===== src/rtl/fifo_param_if.sv =====
// fifo_param_if: write/read, threshold-init and status bundle for fifo_param.
// master drives requests; slave is the FIFO itself.
interface fifo_param_if #(
  parameter int DATA_W = 10,
  parameter int ADDR_W = 3
);
  logic              init;
  logic [ADDR_W:0]   umbral_superior;
  logic [ADDR_W:0]   umbral_inferior;
  logic              push;
  logic [DATA_W-1:0] data_in;
  logic              pop;
  logic [DATA_W-1:0] data_out;
  logic              valid_out;
  logic [ADDR_W:0]   count;
  logic              full;
  logic              empty;
  logic              almost_full;
  logic              almost_empty;
  logic              error;

  modport master (
    output init, umbral_superior, umbral_inferior,
    output push, data_in, pop,
    input  data_out, valid_out, count,
    input  full, empty, almost_full, almost_empty, error
  );

  modport slave (
    input  init, umbral_superior, umbral_inferior,
    input  push, data_in, pop,
    output data_out, valid_out, count,
    output full, empty, almost_full, almost_empty, error
  );
endinterface


===== src/rtl/fifo_param.sv =====
// fifo_param: parametrised synchronous FIFO for per-class TLP queues.
// Define FIFO_ERR_EN to build sticky overflow/underflow detection.
module fifo_param #(
  parameter int DATA_W = 10,
  parameter int ADDR_W = 3,
  parameter int AF_DEF = (1 << ADDR_W) - 1,
  parameter int AE_DEF = 1
) (
  input logic          clk,
  input logic          reset_L,
  fifo_param_if.slave  bus
);

  localparam int DEPTH = 1 << ADDR_W;
  localparam logic [ADDR_W:0] LP_DEPTH = (ADDR_W+1)'(DEPTH);
  localparam logic [ADDR_W:0] LP_AF    = (ADDR_W+1)'(AF_DEF);
  localparam logic [ADDR_W:0] LP_AE    = (ADDR_W+1)'(AE_DEF);

  logic [DATA_W-1:0] r_mem [DEPTH];
  logic [ADDR_W-1:0] r_wr_ptr;
  logic [ADDR_W-1:0] r_rd_ptr;
  logic [ADDR_W:0]   r_count;
  logic [ADDR_W:0]   r_af_thr;
  logic [ADDR_W:0]   r_ae_thr;
  logic [DATA_W-1:0] r_dout;
  logic              r_valid;

  logic w_full;
  logic w_empty;
  logic w_pop_acc;
  logic w_push_acc;

  assign w_full     = (r_count == LP_DEPTH);
  assign w_empty    = (r_count == '0);
  assign w_pop_acc  = bus.pop && !w_empty;
  // a pop frees the head slot, so a full FIFO still takes the push
  assign w_push_acc = bus.push && (!w_full || w_pop_acc);

  always_ff @(posedge clk) begin
    if (w_push_acc) r_mem[r_wr_ptr] <= bus.data_in;
  end

  always_ff @(posedge clk or negedge reset_L) begin
    if (!reset_L) begin
      r_wr_ptr <= '0;
      r_rd_ptr <= '0;
      r_count  <= '0;
      r_dout   <= '0;
      r_valid  <= 1'b0;
      r_af_thr <= LP_AF;
      r_ae_thr <= LP_AE;
    end else begin
      r_valid <= w_pop_acc;
      if (w_push_acc) r_wr_ptr <= r_wr_ptr + 1'b1;
      if (w_pop_acc) begin
        r_rd_ptr <= r_rd_ptr + 1'b1;
        r_dout   <= r_mem[r_rd_ptr];
      end
      unique case (1'b1)
        w_push_acc && !w_pop_acc: r_count <= r_count + 1'b1;
        w_pop_acc && !w_push_acc: r_count <= r_count - 1'b1;
        default: ;
      endcase
      if (bus.init) begin
        r_af_thr <= bus.umbral_superior;
        r_ae_thr <= bus.umbral_inferior;
      end
    end
  end

  assign bus.data_out     = r_dout;
  assign bus.valid_out    = r_valid;
  assign bus.count        = r_count;
  assign bus.full         = w_full;
  assign bus.empty        = w_empty;
  assign bus.almost_full  = (r_count >= r_af_thr);
  assign bus.almost_empty = (r_count <= r_ae_thr);

`ifdef FIFO_ERR_EN
  logic r_error;

  always_ff @(posedge clk or negedge reset_L) begin
    if (!reset_L) begin
      r_error <= 1'b0;
    end else if ((bus.push && !w_push_acc) || (bus.pop && w_empty)) begin
      r_error <= 1'b1;
    end
  end

  assign bus.error = r_error;
`else
  assign bus.error = 1'b0;
`endif

endmodule


===== src/flat_wrapper.sv =====
// flat-port wrapper written by rule: the top's interface ports become plain ports
module fifo_param_flat 
#(
  parameter int DATA_W = 10,
  parameter int ADDR_W = 3,
  parameter int AF_DEF = (1 << ADDR_W) - 1,
  parameter int AE_DEF = 1
)
  (clk, reset_L, bus_init, bus_umbral_superior, bus_umbral_inferior, bus_push, bus_data_in, bus_pop, bus_data_out, bus_valid_out, bus_count, bus_full, bus_empty, bus_almost_full, bus_almost_empty, bus_error);
  fifo_param_if #(.DATA_W(DATA_W), .ADDR_W(ADDR_W)) bus_i ();
  input logic clk;
  input logic reset_L;
  input wire logic [$bits(bus_i.init)-1:0] bus_init;
  input wire logic [$bits(bus_i.umbral_superior)-1:0] bus_umbral_superior;
  input wire logic [$bits(bus_i.umbral_inferior)-1:0] bus_umbral_inferior;
  input wire logic [$bits(bus_i.push)-1:0] bus_push;
  input wire logic [$bits(bus_i.data_in)-1:0] bus_data_in;
  input wire logic [$bits(bus_i.pop)-1:0] bus_pop;
  output wire logic [$bits(bus_i.data_out)-1:0] bus_data_out;
  output wire logic [$bits(bus_i.valid_out)-1:0] bus_valid_out;
  output wire logic [$bits(bus_i.count)-1:0] bus_count;
  output wire logic [$bits(bus_i.full)-1:0] bus_full;
  output wire logic [$bits(bus_i.empty)-1:0] bus_empty;
  output wire logic [$bits(bus_i.almost_full)-1:0] bus_almost_full;
  output wire logic [$bits(bus_i.almost_empty)-1:0] bus_almost_empty;
  output wire logic [$bits(bus_i.error)-1:0] bus_error;
  assign bus_i.init = bus_init;
  assign bus_i.umbral_superior = bus_umbral_superior;
  assign bus_i.umbral_inferior = bus_umbral_inferior;
  assign bus_i.push = bus_push;
  assign bus_i.data_in = bus_data_in;
  assign bus_i.pop = bus_pop;
  assign bus_data_out = bus_i.data_out;
  assign bus_valid_out = bus_i.valid_out;
  assign bus_count = bus_i.count;
  assign bus_full = bus_i.full;
  assign bus_empty = bus_i.empty;
  assign bus_almost_full = bus_i.almost_full;
  assign bus_almost_empty = bus_i.almost_empty;
  assign bus_error = bus_i.error;
  fifo_param #(.DATA_W(DATA_W), .ADDR_W(ADDR_W), .AF_DEF(AF_DEF), .AE_DEF(AE_DEF)) u_core (.clk(clk), .reset_L(reset_L), .bus(bus_i));
endmodule

===== config.mk =====
export PLATFORM = sky130hd
export DESIGN_NAME = fifo_param_flat
export DESIGN_NICKNAME = d
export VERILOG_FILES = /design/src/rtl/fifo_param_if.sv /design/src/rtl/fifo_param.sv /design/src/flat_wrapper.sv
export SDC_FILE = /design/constraint.sdc
export NUM_CORES = 1
export LEC_CHECK = 0
export CORE_AREA = 4 4 101 103
export CTS_BUF_LIST = sky130_fd_sc_hd__clkbuf_8
export CTS_CLUSTER_DIAMETER = 50
export DETAILED_ROUTE_END_ITERATION = 16
export DIE_AREA = 0 0 105 107
export HOLD_SLACK_MARGIN = 0.08
export PLACE_DENSITY = 0.7
export SETUP_SLACK_MARGIN = 0.5
export SYNTH_ARGS = -nofsm -noshare
export SYNTH_HDL_FRONTEND = slang
export SYNTH_SLANG_ARGS = --single-unit

===== constraint.sdc =====
create_clock -name clk -period 7.2 [get_ports clk]
set_input_delay 0.72 -clock clk [delete_from_list [all_inputs] [get_ports clk]]
set_output_delay 0.72 -clock clk [all_outputs]
set_load 0.02 [all_outputs]

==> results of run 1 <==
power breakdown:
part	internal, uW	switching, uW	total (uW)
logic	366	357	723
registers	807	143	949
clock network	139	207	346
total	1310	707	2020
how the worst min path moves through the flow:
stage	endpoint	slack (ps)	from
5_1_grt	u_core.bus.data_out[2]	520	u_core.bus.data_out[2]
6_report	u_core.bus.data_out[6]	500	u_core.bus.data_out[6]
4_1_cts	u_core.bus.data_out[1]	500	u_core.bus.data_out[1]
3_3_place_gp	u_core.bus.data_out[3]	470	u_core.bus.data_out[3]
3_5_place_dp	u_core.bus.data_out[1]	480	u_core.bus.data_out[1]
2_1_floorplan	u_core.bus.count[0]	420	reset_L
worst max-delay path, delay by kind of cell, from the launching register on:
| family | cells | cell delay (ps) |
|---|---|---|
| buf+inv | 2 | 700 |
| compound gates | 3 | 520 |
| flops | 1 | 480 |
| fa+ha+maj | 1 | 310 |
| simple gates | 1 | 150 |
registers in the layout (all words and copies together) (netlist names):
| register | cells |
|---|---|
| u_core.bus.valid_out | 1 |
| u_core.bus.data_out | 10 |
| u_core.r_ae_thr | 4 |
| u_core.bus.count | 4 |
| u_core.r_rd_ptr | 3 |
| u_core.r_mem | 80 |
| u_core.r_wr_ptr | 3 |
| u_core.r_af_thr | 4 |
cells in the final DEF, fill, tap and decap left out, types with 2 or more instances in the layout:
cell              n
xor2_1            2
dfrtp_1          24
nor3b_1           2
inv_8             2
mux2i_1          22
nor3_1            3
mux2_2           22
xnor2_1           6
clkdlybuf4s50_1  41
edfxtp_1         80
a221o_1          10
clkbuf_8         10
buf_4             9
ha_1             12
o21ai_0           7
nor2_1            5
o22ai_1          10
nand2_1          28
o21a_1            3
a21o_1            4
dfstp_2           4
o21ai_1          10
nand2b_1          2
clkinvlp_4        3
inv_1            11
nor2b_1           2
final cells by class:
| type | instances | area share |
|---|---|---|
| clock inverter | 6 | 0.009164 |
| clock buffer | 10 | 0.02585 |
| sequential | 109 | 0.5886 |
| tap | 111 | 0.02608 |
| inverter | 11 | 0.007754 |
| multi-input combinational | 164 | 0.2528 |
| timing repair buffer | 50 | 0.08976 |
kinds of logic (layout without fill, tap and decap cells):
group	count (synthesis)	after routing	share of synthesized area
xor gates and xnor gates	8	8	0.01531
adders and majority gates	13	13	0.03717
AOI/OAI and AO/OA	49	49	0.08199
buffers and inverters	23	77	0.02432
muxes	45	45	0.1055
other	1	1	0.0008191
and+or+nand+nor	48	48	0.05056
DFF	109	109	0.6843
synth_stat cells, drive strengths merged, types with 6 or more instances:
| cell | count | share of area |
|---|---|---|
| a221o | 10 | 0.022 |
| buf | 9 | 0.013 |
| dfrtp | 25 | 0.14 |
| edfxtp | 80 | 0.52 |
| ha | 12 | 0.033 |
| inv | 11 | 0.0090 |
| mux2 | 23 | 0.057 |
| mux2i | 22 | 0.048 |
| nand2 | 28 | 0.023 |
| o21ai | 18 | 0.020 |
| o22ai | 10 | 0.014 |
| xnor2 | 6 | 0.011 |
per-stage QoR:
stage               hold slack, ps  power (uW)  cells  worst slack [ps]  utilization
floorplan                    424.4        1421    296              4695            -
global placement             467.8        1670    445              4082       0.5588
detailed placement           479.9        1694    445              4032       0.5588
CTS                          502.1        2037    461              3938       0.5790
global route                 522.8        2149    461              3838       0.5790
finish                       499.1        2018    461              3971       0.5790
metal layers:
metal / wire length, um / track usage
met4: 105 / 0.05061
met5: 0 / 0
met2: 3757 / 0.2319
met1: 4111 / 0.2294
met3: 304 / 0.03492
==> impl_metrics.toml, run 1 <==
[status]
outcome = "completed"

[yosys]
synth_fp_nets = 332
async_reset_ff_frac = 0.2661
syn_inst = 296
synth_edf_count = 80
yosys_warnings = 0
yosysSeqAreaShare = 0.6843
synth.avg_cell_area_um2 = 15.47
syn_area_um2 = 4578
synth-seq-cells = 109
synth_ff_type = "edfxtp_1"
ys_types = 41

[cts]
root_buffer = "clkbuf_8"
clk_pin_slew_ps = 100
clk_latency_ps = 360
htreeDepth = 3
cts_resized = 0
tritoncts = "yes"
clk_path_buf_depth = 2
cts_made_buffers = 9
cts_hold_buf = 0
postCtsSetupRepairBufs = 0
cts.sinks = 109

[placed_design]
port_buffers = 41
hpwlAfterDp_um = 5342
dpl-instance-area_um2 = 5139
gp_congestion = 0.7454

[setup_path]
cp-startpoint = "u_core.bus.count[0]"
setup.worst_path.end = "bus_almost_full"
path_class = "reg -> out"
crit-reg2reg-capture = "u_core.bus.count[3]"
cp_slowest_stage_delay_ps = 530
cp_max_fo = 6
cp_slowest_cell = "clkdlybuf4s50_1"
crit_chain = "inv_1 > ha_1 > nand2b_1 > a21o_1 > a21o_1 > a21o_1 > clkdlybuf4s50_1"
cp.arrival_ps = 2510
r2r_start = "u_core.bus.count[1]"
required_ps = 6480
ff2ff_setup_slack_ps = 4690
reg2reg_depth = 9
crit_path_start_kind = "register"
crit_path_frequent_cell = "a21o_1"
end_kind = "output pin"

[die]
die_area_um2 = 11240
initial_core_util = 0.4978
num_rows = 35
core_um2 = 9196
die_h_um = 107
die_w_um = 105
io_pins = 43

[power]
leakage_uw = 0.001993
ir_worst_vdd_mv = 0.1469
cellPowerDensity_nw_per_um2 = 379.0

[worst_hold_path]
min_path_cells = 2
hold_class = "reg -> reg"

[global_routing]
grt_pass1_wl_um = 13450
grt_pass1_vias = 2432
grt_start_max_net_pins = 43
grtUsageTotal = 0.1562
overflow = 0
antenna_found_initial = 0

[sta]
fin_crit_ps = 3229
relSlewSlack = 0.2585
tightest_slew_ps = 1112
finClkSkew_ps = 14.39
max_freq_ghz = 0.3097
hold_viol = 0
rsz0062_at_grt = "no"
finalSetupViolCount = 0
setup_tns_ps = 0
slew_viol_final = 0
min_period_over_period = 0.4485

[route]
first_iter_violations = 175
vias_per_cell = 5.521
wl_per_cell_um = 17.96
drt_pre_antenna_iters = 4
drt_wl_total_um = 8279
postRouteAntennaNets = 0
num_vias = 2545
drc = 0

[layout]
stdcell_area_um2 = 5325
multi_input_area_um2 = 1346
nets = 381
fill_cells = 741
syn2layout_area_growth_pct = 16.32
final-seq-area_um2 = 3134
drive_gt1_frac = 0.1714
n_antenna_cell = 0

[job]
max_cap_viol_count = 0
No activity file was read; power rests on OpenSTA's default activity.
==> run 2: changes to the inputs <==
- PLACE_DENSITY: 0.7 -> 0.73
- clock period: 7.2 -> 2.7 ns (I/O delays scaled with it)
==> run 2 against run 1 <==
Net effect: design area rose by 3.4%; non-clock buffer count rose by 14; global-route usage up 0.47 points; critical path depth decreased by 1; clock power rose to 2.9 times the previous value; highest routed layer unchanged; setup slack got worse by 3500 ps.
==> impl_metrics.toml, run 2 (synthesis gave the netlist of run 1 again) <==
[worst_hold_path]
hold_class = "in -> async"

[route]
num_vias = 2597
drt_wl_total_um = 8661
drc = 0
drt_pre_antenna_iters = 4
wl_per_cell_um = 18.23
first_iter_violations = 102
vias_per_cell = 5.467
postRouteAntennaNets = 0

[setup_path]
required_ps = 2430
ff2ff_setup_slack_ps = 510
crit-reg2reg-capture = "u_core.r_mem[4][0]"
cp.arrival_ps = 1930
crit_path_start_kind = "register"
path_class = "reg -> out"
end_kind = "output pin"
cp_max_fo = 2
r2r_start = "u_core.bus.count[1]"
reg2reg_depth = 7

[sta]
setup_tns_ps = 0
whs_ps = 280.5
tightest_slew_ps = 583.8
fin_crit_ps = 2203
rsz0062_at_grt = "yes"
max_freq_ghz = 0.4539
relSlewSlack = 0.6104
timing.final.ws_setup_ps = 497.0
min_period_over_period = 0.8159
finClkSkew_ps = 15.71
finalSetupViolCount = 0
slew_viol_final = 0
hold_viol = 0

[placed_design]
gp_congestion = 0.7246
port_buffers = 41
place_ws_ps = 338.8
hpwlAfterDp_um = 5530

[status]
outcome = "completed"

[cts]
tritoncts = "yes"
root_buffer = "clkbuf_8"
clk_path_buf_depth = 2
cts.sinks = 109
htreeDepth = 3
clk_pin_slew_ps = 100
cts_made_buffers = 9
clk_latency_ps = 370

[global_routing]
overflow = 0
grt_pass1_wl_um = 13880
grtUsageTotal = 0.1609
grt_start_max_net_pins = 30
antenna_found_initial = 0
grt_pass1_vias = 2653

[layout]
largest_register_ffs = 80
final-seq-area_um2 = 3139
final_common_cell = "edfxtp_1"
multi_input_area_um2 = 1381
largest_register = "u_core.r_mem"
drive_gt1_frac = 0.2500
syn2layout_area_growth_pct = 20.22
final_cell_mix = "edfxtp_1, clkdlybuf4s50_1, nand2_1"
nets = 395
fill_cells = 697
n_antenna_cell = 0
final_util = 0.5985

[job]
max_cap_viol_count = 0

[die]
initial_core_util = 0.4978
num_rows = 35
die_area_um2 = 11240
core_um2 = 9196
die_h_um = 107
io_pins = 43
die_w_um = 105

[power]
total_power_uw = 5636
cellPowerDensity_nw_per_um2 = 1024
ir_worst_vdd_mv = 0.3982
leakage_uw = 0.002087
## run 2: cell count changes in the layout (fill, tap and decap cells not counted), sizes merged
cell / change
buf: +16
bufinv: +1
clkdlybuf4s50: -4
clkinv: +2
clkinvlp: -2
dlygate4sd2: +1
## run 2: area by class of cell
type / instances / share of cell area
Timing Repair Buffer: 64 / 0.1064
Inverter: 11 / 0.007956
Multi-Input combinational cell: 164 / 0.2510
Clock inverter: 7 / 0.01659
Clock buffer: 9 / 0.02251
Sequential cell: 109 / 0.5704
Tap cell: 111 / 0.02523
## run 2: timing repair
item	CTS	global route
pin swaps	0	3
setup buffers	2	5
gates cloned	0	1
endpoints found under the setup margin	14	21
hold buffers	0	0
resized for setup	13	15
## run 2: stage by stage
stage	instances	cell area, um2
2_1_floorplan	296	4608
3_3_place_gp	451	5214
3_5_place_dp	451	5214
4_1_cts	469	5439
5_1_grt	475	5504
6_report	475	5504
## run 2: worst max-delay path by stage
stage	startpoint	end
final	u_core.r_af_thr[0]	bus_almost_full
after global routing	u_core.bus.count[1]	u_core.bus.count[3]
after detailed placement	u_core.bus.count[1]	bus_almost_empty
after floorplan	u_core.bus.count[1]	u_core.r_mem[4][0]
after CTS	u_core.bus.count[0]	bus_almost_full
after global placement	u_core.bus.count[0]	bus_almost_full
## run 2: where the power goes
| part | total [uW] | leakage, uW | internal (uW) | switching [uW] |
|---|---|---|---|---|
| clock | 1020 | 0.000105 | 451 | 571 |
| combinational | 2180 | 0.000920 | 1080 | 1100 |
| sequential | 2430 | 0.00106 | 2160 | 271 |
| total | 5640 | 0.00209 | 3690 | 1940 |
## run 2: critical path: stages (launching register included)
cell and delay [ps]:
dfstp_2 540, ha_1 210, nand2b_1 140, a21o_1 170
a21o_1 160, a21o_1 180, clkbuf_2 150
## run 2: per-layer routing
layer | vias to the layer above | share of wire | global-route usage
li1 | 1237 | - | -
met1 | 1289 | 0.45 | 0.2216
met2 | 61 | 0.48 | 0.2603
met3 | 10 | 0.052 | 0.02769
met4 | 0 | 0.016 | 0.05530
met5 | - | 0 | 0
==> run 3: changes to the inputs <==
- PLACE_DENSITY: 0.73 -> 0.7
- clock period: 2.7 -> 2.2 ns (I/O delays scaled with it)
==> run 3 against run 2 <==
Net effect: register-to-register slack worse by 410 ps; first-iteration DRC count is 31% higher; clock skew rose by 7.9 ps; worst hold slack got worse by 52 ps.
==> impl_metrics.toml, run 3 (synthesis gave the netlist of run 1 again) <==
[global_routing]
grt_pass1_vias = 2831
grtUsageTotal = 0.1780
overflow = 0
grt_pass1_wl_um = 15120
antenna_found_initial = 0
grt_start_max_net_pins = 43

[setup_path]
r2r_start = "u_core.bus.count[1]"
cp.arrival_ps = 2250
ff2ff_setup_slack_ps = 100
end_kind = "register"
path_class = "reg -> reg"
crit-reg2reg-capture = "u_core.r_mem[0][4]"
cp_max_fo = 4
crit_path_start_kind = "register"
reg2reg_depth = 7
required_ps = 2350

[cts]
cts.sinks = 109
cts_hold_buf = 0
tritoncts = "yes"
htreeDepth = 3
clk_pin_slew_ps = 120
clk_path_buf_depth = 2
clk_latency_ps = 390
root_buffer = "clkbuf_8"
cts_made_buffers = 9

[layout]
syn2layout_area_growth_pct = 32.00
nets = 418
drive_gt1_frac = 0.3514
fill_cells = 652
final_common_cell = "edfxtp_1"
largest_register = "u_core.r_mem"
final_cell_mix = "edfxtp_1, clkdlybuf4s50_1, nand2_1"
n_antenna_cell = 0
largest_register_ffs = 80
final_util = 0.6571

[sta]
tightest_slew_ps = 658.9
slew_viol_final = 0
relSlewSlack = 0.5607
hold_viol = 0
whs_ps = 228.7
max_freq_ghz = 0.4757
min_period_over_period = 0.9555
setup_tns_ps = 0
rsz0062_at_grt = "yes"
finalSetupViolCount = 0
fin_crit_ps = 2102
finClkSkew_ps = 23.64

[route]
first_iter_violations = 134
vias_per_cell = 5.548
num_vias = 2763
postRouteAntennaNets = 0
drt_pre_antenna_iters = 4
drc = 0
wl_per_cell_um = 19.53
drt_wl_total_um = 9727

[die]
initial_core_util = 0.4978
io_pins = 43
die_h_um = 107
num_rows = 35
die_area_um2 = 11240
core_um2 = 9196
die_w_um = 105

[placed_design]
port_buffers = 41
gp_congestion = 0.7439
hpwlAfterDp_um = 5680

[power]
cellPowerDensity_nw_per_um2 = 1256
ir_worst_vdd_mv = 0.5790
leakage_uw = 0.002303

[job]
max_cap_viol_count = 0

[status]
outcome = "completed"

[worst_hold_path]
hold_class = "in -> async"
run 3: layout make-up:
type                            instances  area (um2)  area share
Clock inverter                          7       93.84     0.01553
Sequential cell                       109        3141      0.5197
Timing Repair Buffer                   83       842.1      0.1393
Multi-Input combinational cell        168        1663      0.2752
Clock buffer                            9       123.9     0.02050
Tap cell                              111       138.9     0.02298
Inverter                               11       41.29    0.006832
run 3: worst max path at each step:
stage,cells past startpoint,to,slack [ps],start
finish,7,u_core.r_mem[0][4],100,u_core.bus.count[1]
global route,8,u_core.bus.count[3],-9,u_core.bus.count[0]
CTS,6,bus_almost_full,110,u_core.r_af_thr[0]
detailed placement,10,u_core.bus.count[3],-30,bus_pop
global placement,10,u_core.bus.count[3],4,bus_pop
floorplan,8,u_core.bus.count[3],10,u_core.bus.count[0]
run 3: metal layers:
layer,wire length (um),global-route usage
met5,0,0
met4,142,0.05436
met3,398,0.04395
met2,5084,0.3080
met1,4101,0.2216
run 3: power breakdown:
part	internal (uW)	switching, uW
Clock	466	775
Sequential	2650	380
Combinational	1690	1630
run 3: stage by stage:
stage / std cells / power [uW] / cell area [um2] / worst slack [ps]
global route: 498 / 8023 / 6043 / -8.857
floorplan: 296 / 4832 / 4718 / 14.73
CTS: 490 / 7389 / 5864 / 111.4
finish: 498 / 7593 / 6043 / 97.98
global placement: 453 / 5759 / 5339 / 4.179
detailed placement: 453 / 5838 / 5339 / -34.75
run 3: repair_timing:
item | 4_1_cts | 5_1_grt
resized for setup | 54 | 22
hold endpoints to repair | 0 | 0
gates cloned | 4 | 1
endpoints found under the setup margin | 94 | 95
buffers inserted | 17 | 7
pin swaps | 18 | 14
run 3: worst max-delay path, cell delays in order (launching register included):
cell	delay, ps
dfrtp_2	460
buf_6	140
or4b_4	570
buf_6	140
o21ai_4	160
buf_6	160
nor4_4	50
buf_4	200
==> edit 1, RTL diff (flow settings as in run 3) <==
Add a define of `FIFO_ERR_EN`.
--- a/src/rtl/fifo_param.sv
+++ b/src/rtl/fifo_param.sv
@@ -1,4 +1,6 @@
 // fifo_param: parametrised synchronous FIFO for per-class TLP queues.
 // Define FIFO_ERR_EN to build sticky overflow/underflow detection.
+`define FIFO_ERR_EN
+
 module fifo_param #(
   parameter int DATA_W = 10,
Behaviour: not the same (a bounded check fails within 4 cycles, from zero or initial values and one cycle with reset_L low).
==> edit 1 against run 3 <==
The flow now finishes with violations (setup timing); setup slack got worse by 0.19 ns; wire length fell by 3.9%; combinational power rose by 9.9%; power rose by 2.0%; sequential cell count rose by 1; hold slack got worse by 0.016 ns; area after synthesis rose by 1.5%; maximum frequency fell by 8.4%; clock power fell by 6%; synthesized cell count rose by 2.7%; via count fell by 0.87%; sequential share of layout area fell by 1.3 points; design area rose by 3.3%; largest power group unchanged.
==> edit 1: results (changes against run 3) <==
stage,metric,value,unit,change
status,status,"complete, but fails checks",,"was complete, no violations"
status,violations,setup timing,,
placed_design,dp_slack,-0.0739,ns,was -0.0347 ns
clock_tree,clock-sinks,110,,was 109
global_routing,grt_usage,17.3,%,was 17.8%
sta,timing.final.ws_setup,-0.0946,ns,was 0.0980 ns
route,vias,2739,,was 2763
sta,setup-tns-final,-3.27,ns,was 0 ns
sta,finClkSkew,0.0104,ns,was 0.0236 ns
cells_and_area,clkCellAreaFrac,3.07,%,was 3.60%
setup_path,worst-r2r-cell-count,11,,was 7
yosys,synthTopCellsByArea,"edfxtp_1, dfrtp_1, mux2_2",,unchanged
global_routing,use_met2,28.6,%,was 30.8%
yosys,yosysSeqAreaShare,67.9,%,was 68.4%
route,drtIter0Drc,156,,was 134
setup_path,critPathMaxFanout,6,,was 4
clock_tree,cts_resized,48,,was 54
power,p_leak,0.00238,µW,was 0.00230 µW
placed_design,place_area,5530,µm²,was 5340 µm²
yosys,synth_xor_area_share,1.32,%,was 1.53%
cells_and_area,n_all_buffers,92,,was 83
yosys,syn_nets,340,,was 332
power,p_sw,2720,µW,was 2780 µW
route,wl_met1,4.02,mm,was 4.10 mm
yosys,netlist_instances,304,,was 296
cells_and_area,num-multi-input-gates,170,,was 168
power,pg_clk,1160,µW,was 1240 µW
placed_design,placed_cells,468,,was 453
clock_tree,post_cts_buffers,16,,was 17
power,powerComb,3650,µW,was 3320 µW
sta,setup_viol,58,,was 0
setup_path,critPathArrivalTime,2.45,ns,was 2.25 ns
cells_and_area,sh_seq_area,50.6,%,was 52.0%
cells_and_area,nonClockInverterCount,12,,was 11
route,wire_per_inst,18.3,µm,was 19.5 µm
cells_and_area,layout.nets,431,,was 418
power,cellPowerDensity,1240,nW/µm²,was 1260 nW/µm²
yosys,synth_fa_ha_area_share,3.66,%,was 3.72%
setup_path,cpPeakStageDelay,0.42,ns,was 0.57 ns
global_routing,grt_first_pass_wirelength,14.5,mm,was 15.1 mm
cells_and_area,drive_gt1_share,35.0,%,was 35.1%
cells_and_area,multi_input_area,1610,µm²,was 1660 µm²
global_routing,grt_util_met1,22.3,%,was 22.2%
route,wl,9.35,mm,was 9.73 mm
yosys,synth_common_cells,"edfxtp_1, dfrtp_1, nand2_1",,"was edfxtp_1, nand2_1, dfrtp_1"
power,ir_worst_vdd,0.628,mV,was 0.579 mV
route,wl_met3,456,µm,was 398 µm
power,fin_total_pwr,7750,µW,was 7590 µW
route,met2_length,4.71,mm,was 5.08 mm
## edit 1: changes by cell type after synthesis, moves of 2 or more
cell,before,now
mux2_2,22,24
buf_6,1,4
nand2b_1,2,6
nand2_1,28,26
nor3b_1,2,0
or3_1,0,2
nand3_1,0,3
nor2_1,5,10
## edit 1: logic make-up after synthesis
kind of cell    Yosys count
flops                   110
compound gates           50
xor+xnor                  7
fa+ha+maj                13
simple gates             53
buf+inv                  24
mux                      47
## edit 1: worst min path at each step
stage                     slack [ns]                              end  depth (start not counted)
after floorplan                -0.08  u_core.bus.count[0]$_DFFE_PN0P_                          0
after global placement          0.46     u_core.bus.error$_DFFE_PN0P_                          1
after detailed placement        0.46     u_core.bus.error$_DFFE_PN0P_                          1
after CTS                       0.22   u_core.r_ae_thr[2]$_DFFE_PN0P_                          2
after global routing            0.25   u_core.r_ae_thr[2]$_DFFE_PN0P_                          2
final                           0.21   u_core.r_ae_thr[2]$_DFFE_PN0P_                          2
==> edit 2, RTL diff (config.mk and constraints of run 3) <==
Without the edit above. `DATA_W` is set to 10 in 3 places; all go to 5.
--- a/src/rtl/fifo_param_if.sv
+++ b/src/rtl/fifo_param_if.sv
@@ -2,5 +2,5 @@
 // master drives requests; slave is the FIFO itself.
 interface fifo_param_if #(
-  parameter int DATA_W = 10,
+  parameter int DATA_W = 5,
   parameter int ADDR_W = 3
 );
--- a/src/rtl/fifo_param.sv
+++ b/src/rtl/fifo_param.sv
@@ -2,5 +2,5 @@
 // Define FIFO_ERR_EN to build sticky overflow/underflow detection.
 module fifo_param #(
-  parameter int DATA_W = 10,
+  parameter int DATA_W = 5,
   parameter int ADDR_W = 3,
   parameter int AF_DEF = (1 << ADDR_W) - 1,
--- a/src/flat_wrapper.sv
+++ b/src/flat_wrapper.sv
@@ -2,5 +2,5 @@
 module fifo_param_flat 
 #(
-  parameter int DATA_W = 10,
+  parameter int DATA_W = 5,
   parameter int ADDR_W = 3,
   parameter int AF_DEF = (1 << ADDR_W) - 1,
Interface: changed (resized bus_data_in and bus_data_out); port bits go from 43 to 33. No check against the original RTL was run, so the function may have changed too.
==> edit 2 against run 3 <==
Wire length is 42% lower; die area unchanged; sequential cell count is 45 lower; critical path type unchanged; area after synthesis shrank 37%; power shrank 36%; first-iteration DRC count is 43% lower; critical path depth up 2; largest cell class unchanged; count of clock-buffer cells in the layout increased by 1; design area is 36% lower; hold slack better by 0.11 ns; largest power group unchanged; setup slack got worse by 0.083 ns.
==> edit 2: results (changes against run 3) <==
stage,metric,value,unit,change
status,status,"complete, no violations",,unchanged
global_routing,grt_max_degree,17,,was 43
route,dr.pass1.iters,4,,unchanged
yosys,syn_nets,236,,was 332
placed_design,io_buffers,31,,was 41
global_routing,grt_usage,10.5,%,was 17.8%
yosys,ys_warn_count,0,,unchanged
placed_design,dp_slack,-0.0114,ns,was -0.0347 ns
yosys,synthTopCellsByArea,"edfxtp_1, dfrtp_1, ha_1",,"was edfxtp_1, dfrtp_1, mux2_2"
yosys,synth_common_cells,"edfxtp_1, nand2_1, dfrtp_1",,unchanged
cells_and_area,largest_register_ffs,40,,was 80
yosys,synthMuxAreaShare,9.41,%,was 10.5%
global_routing,grt_pass1_vias,1865,,was 2831
clock_tree,cts.path.max_buffers,2,,unchanged
power,ir_worst_vdd,0.344,mV,was 0.579 mV
route,vias_per_cell,4.59,,was 5.55
route,drtIter0Drc,77,,was 134
clock_tree,numCtsBuffers,9,,unchanged
clock_tree,root_buffer,clkbuf_8,,unchanged
placed_design,place_area,3490,µm²,was 5340 µm²
sta,slew_viol_final,0,,unchanged
cells_and_area,diodes,0,,unchanged
clock_tree,cts-htree-levels,3,,unchanged
placed_design,post-dp-hpwl,4.06,mm,was 5.68 mm
yosys,synth_xor_area_share,2.44,%,was 1.53%
route,vias,1802,,was 2763
yosys,synth_compound_area_share,8.98,%,was 8.20%
clock_tree,clkSlewWorstSetupHoldPaths,0.06,ns,was 0.12 ns
cells_and_area,layout.nets,308,,was 418
yosys,synth_edf_count,40,,was 80
setup_path,critPathArrivalTime,2.42,ns,was 2.25 ns
yosys,synth_cell_type_count,39,,was 41
setup_path,critPathMaxFanout,3,,was 4
yosys,yosysSeqAreaShare,62.9,%,was 68.4%
clock_tree,insertion_delay,0.32,ns,was 0.39 ns
placed_design,gp_congestion,0.763,,was 0.744
worst_hold_path,min-delay-path-class,primary input to async pin,,unchanged
sta,finClkSkew,0.00686,ns,was 0.0236 ns
route,wl,5.64,mm,was 9.73 mm
yosys,synth_fa_ha_area_share,5.93,%,was 3.72%
placed_design,placed_cells,358,,was 453
yosys,avgSynthCellArea,14.0,µm²,was 15.5 µm²
sta,slew_headroom,50.5,%,was 56.1%
cells_and_area,largest-register,u_core.r_mem,,unchanged
yosys,synthArstFlopShare,37.5,%,was 26.6%
power,p_leak,0.00158,µW,was 0.00230 µW
global_routing,grt_first_pass_wirelength,9.12,mm,was 15.1 mm
cells_and_area,drive_gt1_share,34.4,%,was 35.1%
global_routing,antenna_found_initial,0,,unchanged
-- edit 2: cell types whose count changed after synthesis, moves of 2 or more --
cell / run 3 / this run
mux2_2: 22 / 12
buf_1: 2 / 0
a221o_1: 10 / 5
o21ai_0: 7 / 9
edfxtp_1: 80 / 40
dfrtp_1: 25 / 20
o21ai_1: 10 / 3
nand2_1: 28 / 23
mux2i_1: 22 / 12
buf_4: 4 / 2
o22ai_1: 10 / 5
-- edit 2: final cells by class --
class | count | area (µm²)
fill | 847 | 5310
sequential | 64 | 1810
multi-input combinational | 124 | 1120
timing repair buffer | 67 | 604
tap | 111 | 139
clock buffer | 10 | 138
inverter | 11 | 41.3
clock inverter | 6 | 26.3
-- edit 2: worst paths after layout --
kind / from / endpoint / slack [ns] / cells past startpoint
hold / removal: reset_L / u_core.r_wr_ptr[0]$_DFFE_PN0P_ / 0.34 / 1
setup reg to reg: u_core.bus.count[0]$_DFFE_PN0P_ / u_core.bus.count[3]$_DFFE_PN0P_ / 0.02 / 9
max in group asynchronous: reset_L / u_core.r_rd_ptr[0]$_DFFE_PN0N_ / 1.25 / 2
hold reg to reg: u_core.bus.data_out[3]$_DFFE_PN0N_ / u_core.bus.data_out[3]$_DFFE_PN0N_ / 0.49 / 2
min in group clk: bus_umbral_superior[2] / u_core.r_af_thr[2]$_DFFE_PN1P_ / 0.44 / 3
setup / recovery: u_core.bus.count[0]$_DFFE_PN0P_ / u_core.bus.count[3]$_DFFE_PN0P_ / 0.02 / 9
-- edit 2: where the power goes --
| part | internal (µW) | switching (µW) |
|---|---|---|
| Clock | 422 | 409 |
| Sequential | 1570 | 221 |
| Combinational | 1150 | 1060 |
| Total | 3140 | 1690 |
-- edit 2: kinds of logic (layout without fill, tap and decap cells) --
family | after synthesis | after routing
AND/OR/NAND/NOR | 43 | 43
other | 1 | 1
flip-flops | 64 | 64
XOR/XNOR | 8 | 8
AO/OA/AOI/OAI | 34 | 34
adder cells (fa/ha/maj) | 13 | 13
multiplexers | 25 | 25
buffers and inverters | 17 | 94
-- edit 2: what timing repair did --
item | in CTS | in global routing
endpoints found under the setup margin | 50 | 53
buffers inserted | 6 | 13
gates resized for setup | 33 | 13
pin swaps | 9 | 4
-- edit 2: per-layer routing --
layer | track usage, % | vias to the layer above | wire [µm]
met1 | 12.3 | 878 | 2550
li1 | - | 894 | -
met4 | 4.87 | 0 | 86
met5 | 0 | - | 0
met2 | 18.2 | 24 | 2900
met3 | 2.53 | 6 | 106
-- edit 2: critical path, stage by stage (launching register included) --
cell and delay [ns]:
dfrtp_2 0.40, buf_6 0.12, o41ai_4 0.35, or2_1 0.17
inv_1 0.06, ha_1 0.27, a21o_1 0.17, a21oi_2 0.15
mux2i_1 0.24, xor2_1 0.15
